## config.mk

```make
export PLATFORM = sky130hd
export DESIGN_NAME = feature_frame_loader
export DESIGN_NICKNAME = d
export VERILOG_FILES = /design/src/rtl/feature_frame_loader.sv
export SDC_FILE = /design/constraint.sdc
export NUM_CORES = 1
export LEC_CHECK = 0
export ABC_AREA = 1
export CAP_MARGIN = 20
export CORE_MARGIN = 5
export CORE_UTILIZATION = 45
export DETAILED_ROUTE_END_ITERATION = 6
export GPL_TIMING_DRIVEN = 0
export PLACE_DENSITY = 0.74
export SLEW_MARGIN = 10
export SYNTH_ARGS = -nofsm -noshare
export SYNTH_HDL_FRONTEND = slang
export SYNTH_SLANG_ARGS = --single-unit
```

## constraint.sdc

```tcl
create_clock -name clk -period 11.4 [get_ports clk]
set_input_delay 1.71 -clock clk [delete_from_list [all_inputs] [get_ports clk]]
set_output_delay 1.71 -clock clk [all_outputs]
set_load 0.005 [all_outputs]
```

## src/rtl/feature_frame_loader.sv

```systemverilog
`default_nettype none
// ============================================================================
// feature_frame_loader: assembles a byte-serial feature frame for the tree
// classifier, launches it, and returns the class bit or an error response.
// Revision: 1.0
// ============================================================================
module feature_frame_loader #(
   parameter int NUM_FEATURES   = 16,
   parameter int TIMEOUT_CYCLES = 64
) (
   input  logic                      clk,
   input  logic                      rst,
   input  logic                      s_valid,
   input  logic [7:0]                s_data,
   input  logic                      s_last,
   output logic                      s_ready,
   output logic [NUM_FEATURES*8-1:0] feat_packed,
   output logic                      feat_valid,
   output logic                      cls_start,
   input  logic                      cls_done,
   input  logic                      cls_result,
   output logic                      m_valid,
   output logic                      m_result,
   output logic                      m_error,
   input  logic                      m_ready,
   output logic                      busy
);

   localparam int IDX_W = (NUM_FEATURES > 1) ? $clog2(NUM_FEATURES) : 1;
   localparam int TC_W  = (TIMEOUT_CYCLES > 1) ? $clog2(TIMEOUT_CYCLES) : 1;
   localparam logic [IDX_W-1:0] LAST_IDX = IDX_W'(NUM_FEATURES - 1);
   localparam logic [TC_W-1:0]  TC_LAST  = TC_W'(TIMEOUT_CYCLES - 1);

   typedef enum logic [2:0] {
      S_IDLE   = 3'd0,
      S_FILL   = 3'd1,
      S_DRAIN  = 3'd2,
      S_LAUNCH = 3'd3,
      S_WAIT   = 3'd4,
      S_RESP   = 3'd5
   } state_t;

   state_t                    state_q, state_d;
   logic [IDX_W-1:0]          idx_q, idx_d;
   logic [TC_W-1:0]           tc_q, tc_d;
   logic                      result_q, result_d;
   logic                      error_q, error_d;
   logic                      byte_wr;
   logic [NUM_FEATURES*8-1:0] feat_q;

   always_ff @(posedge clk or posedge rst) begin
      if (rst) begin
         state_q  <= S_IDLE;
         idx_q    <= '0;
         tc_q     <= '0;
         result_q <= 1'b0;
         error_q  <= 1'b0;
      end else begin
         state_q  <= state_d;
         idx_q    <= idx_d;
         tc_q     <= tc_d;
         result_q <= result_d;
         error_q  <= error_d;
      end
   end

   always_comb begin
      state_d  = state_q;
      idx_d    = idx_q;
      tc_d     = tc_q;
      result_d = result_q;
      error_d  = error_q;
      byte_wr  = 1'b0;
      case (state_q)
         S_IDLE: state_d = S_FILL;
         S_FILL: begin
            if (s_valid) begin
               byte_wr = 1'b1;
               if (idx_q == LAST_IDX) begin
                  idx_d   = '0;
                  state_d = s_last ? S_LAUNCH : S_DRAIN;
               end else if (s_last) begin
                  idx_d    = '0;
                  state_d  = S_RESP;
                  error_d  = 1'b1;
                  result_d = 1'b0;
               end else begin
                  idx_d = idx_q + IDX_W'(1);
               end
            end
         end
         S_DRAIN: begin
            if (s_valid && s_last) begin
               state_d  = S_RESP;
               error_d  = 1'b1;
               result_d = 1'b0;
            end
         end
         S_LAUNCH: begin
            tc_d    = '0;
            state_d = S_WAIT;
         end
         S_WAIT: begin
            // A done on the timeout cycle still counts as a real result
            if (cls_done) begin
               result_d = cls_result;
               error_d  = 1'b0;
               state_d  = S_RESP;
            end else if (tc_q == TC_LAST) begin
               result_d = 1'b0;
               error_d  = 1'b1;
               state_d  = S_RESP;
            end else begin
               tc_d = tc_q + TC_W'(1);
            end
         end
         S_RESP: begin
            if (m_ready) begin
               tc_d    = '0;
               state_d = S_FILL;
            end
         end
         default: state_d = S_IDLE;
      endcase
   end

   // Per-byte write enables keep feat_packed untouched outside FILL writes
   generate
      for (genvar g = 0; g < NUM_FEATURES; g++) begin : g_byte
         always_ff @(posedge clk or posedge rst) begin
            if (rst) begin
               feat_q[g*8 +: 8] <= 8'h00;
            end else if (byte_wr && (idx_q == IDX_W'(g))) begin
               feat_q[g*8 +: 8] <= s_data;
            end
         end
      end
   endgenerate

   assign s_ready     = (state_q == S_FILL) || (state_q == S_DRAIN);
   assign feat_packed = feat_q;
   assign feat_valid  = (state_q == S_LAUNCH) || (state_q == S_WAIT);
   assign cls_start   = (state_q == S_LAUNCH);
   assign m_valid     = (state_q == S_RESP);
   assign m_result    = result_q;
   assign m_error     = error_q;
   assign busy        = !((state_q == S_FILL) && (idx_q == '0));

endmodule
`default_nettype wire

```

# == After elaboration in Yosys (flattened, before gate mapping) ==
# Index checks and enable logic that the tools add are counted.
# word_totals
regBits,143
in_bits,15
out_inout_bits,135
# classes
addsub,2
eq_ne,30
muxes,31
reduce_logical,29
# ops
cell,count
$eq A4 B4 Y1 const B,8
$mux W3,7
$logic_and A1 B1 Y1,18
$mux W6,3
$pmux W3 S6,1
$pmux W6 S3,1
$eq A4 B3 Y1 const B,4
$mux W1,15
$ne A2 B2 Y1 const B,6
$eq A4 B2 Y1 const B,2
$mux W4,2
$add A6 B1 Y6 const B,1
$eq A3 B2 Y1 const B,2
$eq A3 B3 Y1 const B,2
$eq A6 B6 Y1 const B,1
$ne A3 B3 Y1 const B,2
$pmux W1 S3,2
$reduce_and A6 Y1,1
$reduce_bool A3 Y1,2
$reduce_and A5 Y1,1
$add A4 B1 Y4 const B,1
$eq A4 B1 Y1 const B,1
$logic_not A4 Y1,1
$reduce_and A4 Y1,1
other kinds (6),7

# == Depth between registers and ports, before layout ==
# depth
word_depth,4
mapped_depth,10

# == Worst setup path before layout ==
# OpenSTA, ideal clock, no wires.
# synth_path
kind,register -> output
from,reg idx_q[0]
to,out busy
arrival_time_ps,1213
slack_ps,8477
path_stages_with_launch,5
path_buffers,0
cell_sequence,dfrtp_1 inv_1 ha_1 nor3b_1 nand2_1
# synth_via
elab_chain_len,3
# synth_lines
element,line_no,text
from (decl),44,"logic [IDX_W-1:0] idx_q, idx_d;"
from (signal assigned),60,idx_q <= idx_d;
$logic_not A4 Y1,147,assign busy = !((state_q == S_FILL) && (idx_q == '0));
$logic_and A1 B1 Y1,147,
$logic_not A1 Y1,147,
to (decl),26,output logic busy
# No other way between the ends.

# == Final worst setup path ==
# Same ends and word-level chain as after synthesis.

==> flow_summary.yaml <==
cts:
  clockBufferDepth: 2
  cts_tree: "done"
  cts_resized: 0
  path_clk_slew_ns: 0.06
  postCtsSetupBuffers: 0
  numCtsBuffers: 17
  hold_buffers: 0
  root_buffer: "clkbuf_16"
  clkSinkCount: 143
  h-tree-depth: 4
  clkLatencyLatePin_ns: 0.42
floorplanning:
  coreArea_sq_um: 12700
  row_count: 41
  fp.dieH_um: 124
  io_pins: 150
  die_w_um: 124
  die-area_sq_um: 15400
  start_util: 0.462
min_path:
  hold_end: "m_result"
  holdPathStages: 2
  hold_path_class: "reg -> reg"
  worstHoldStart: "m_result"
power_and_ir_drop:
  p_clk_frac: 0.293
  switchingPower_uw: 629
  intPower_mw: 1.44
  p_comb_frac: 0.338
  peakVddDrop_mv: 0.148
  switching_share: 0.304
  p_leak_nw: 3.78
  seq_power_share: 0.368
  p_per_area_nw_per_um2: 251
timing:
  max_freq_ghz: 0.250
  fin_crit_ns: 4.00
  hold_viol: 0
  max_slew_margin: 0.479
  whs_ns: 0.470
  tns_ns: 0
  worstMarginPinSlew_ns: 0.782
  rsz0062_at_grt: "false"
  final-setup-viol-count: 0
  period_share: 0.351
  final_max_slew_viol_count: 0
  finClkSkew_ns: 0.0140
finish:
  layout_commonest_cell: "nand2_1"
  layout_common_cells: "185 x nand2_1, 149 x clkdlybuf4s50_1, 143 x dfrtp_1, 81 x o21ai_0, 41 x o21ai_1"
  final_layout_size_suffix_gt1_frac: 0.111
  nNetsFinal: 781
  diodes: 0
  regArea_sq_um: 3580
  syn_to_final_growth_pct: 40.7
  multi_input_area_sq_um: 1970
  fillCellCount: 1059
yosys:
  synth_fa_ha_area_frac: 0.0107
  synth_xor_area_frac: 0.00298
  yosys_warnings: 0
  netlist_area_sq_um: 5870
  synth_cell_types: 34
  synth_top_family_by_area: "simple AND/OR/NAND/NOR gates"
  muxShareOfSynthArea: 0
  syn_avg_cell_area_sq_um: 9.92
  ys_seq_area_frac: 0.609
  yosys.area_share.simple: 0.190
  ys_ff_latch: 143
  synthCells: 592
  synth_compound_area_frac: 0.133
  syn-num-nets: 612
setup_path:
  ff2ff_setup_slack_ns: 9.46
  reg2reg_from: "idx_q[0]"
  startpoint_type: "register"
  endpoint_kind: "output port"
  reg2reg_depth: 7
  arrival_ns: 2.29
  r2r-end: "feat_packed[0]"
  critPathRequiredTime_ns: 9.69
  crit_type: "reg -> out"
  crit_fanout: 6
grt:
  grt_usage: 0.216
  antenna_found_initial: 0
  grt_pass1_vias: 4994
  grt_pass1_wl_mm: 26.7
  grt_max_degree: 95
  overflow: 0
place:
  port_buffers: 149
  place.gp.congestion: 0.821
  hpwl_mm: 11.4
status:
  status: "completed"
routing:
  wirelength_mm: 16.2
  avgRoutedWirePerCell_um: 17.1
  vias: 4749
  drc: 0
  avgViaCountPerCell: 5.02
  first_pass_iters: 5
  dr.first_iter.drc_count: 306
  antenna_left: 0
run:
  drv_cap: 0
[cell usage after synthesis, drive strengths merged]
cell type  number  area [sq um]
nand3          20           168
xor2            1          8.76
dfrtp         143          3580
xnor2           1          8.76
a22oi           1          7.51
a21oi           3          15.0
ha              5          62.6
a21boi          1          7.51
o21ai         137           742
or2             1          6.26
inv            34           133
nor2           19           116
o22ai           1          6.26
clkbuf         12          45.0
nand2         192           762
nor3b           1          7.51
nand4           4          55.1
buf            16           144
[logic make-up after synthesis]
logic type	count (synthesis)
AO/OA/AOI/OAI	143
XOR/XNOR	2
adder cells (fa/ha/maj)	5
buffers and inverters	62
flip-flops	143
AND/OR/NAND/NOR	237
[state kept, by name, indices dropped and copies added, names as in the netlist]
register	count
feat_packed	128
tc_q	6
idx_q	4
m_error	1
m_result	1
state_q	3
[power by group through the flow]
stage                     Clock, mW  Combinational (mW)  Sequential, mW
after global routing          0.644               0.771           0.784
after CTS                     0.617               0.713           0.764
after detailed placement          0               0.706           0.769
after floorplan                   0               0.290           0.771
final                         0.608               0.701           0.764
after global placement            0               0.683           0.764
[final cells by class]
cell class	instances	share of cell area
buffer	28	0.0229
clock buffer	20	0.0540
clock inverter	12	0.0250
inverter	34	0.0167
multi-input combinational	387	0.239
sequential	143	0.433
tap	172	0.0260
timing repair buffer	150	0.184
[metrics by stage]
stage	total power, mW	std cells	setup slack [ns]	instance area (sq um)	utilization
2_1_floorplan	1.06	592	5.85	5870	-
3_3_place_gp	1.45	913	4.13	7580	0.596
3_5_place_dp	1.47	914	7.85	7610	0.598
4_1_cts	2.09	946	7.38	8270	0.650
5_1_grt	2.20	946	7.29	8270	0.650
6_report	2.07	946	7.40	8270	0.650
[worst max path at each step]
stage | cells past startpoint | from | end
3_3_place_gp | 2 | rst | feat_packed[104]
6_report | 5 | idx_q[0] | busy
3_5_place_dp | 5 | idx_q[0] | busy
4_1_cts | 5 | idx_q[0] | busy
5_1_grt | 5 | idx_q[1] | busy
2_1_floorplan | 1 | rst | feat_packed[0]
[metal layers]
layer	vias to the layer above	GRT usage	part of all wire
met5	-	0	0
met4	0	0.0645	0.017
met3	18	0.0763	0.065
met2	127	0.367	0.51
met1	2327	0.259	0.41
li1	2277	-	-
[worst max-delay path: stages, from the launching register on]
cell	delay, ns
dfrtp_1	0.43
inv_1	0.11
ha_1	0.36
nor3b_1	0.39
nand2_1	0.10
clkdlybuf4s50_1	0.48
Power figures use the tool's default switching activity.
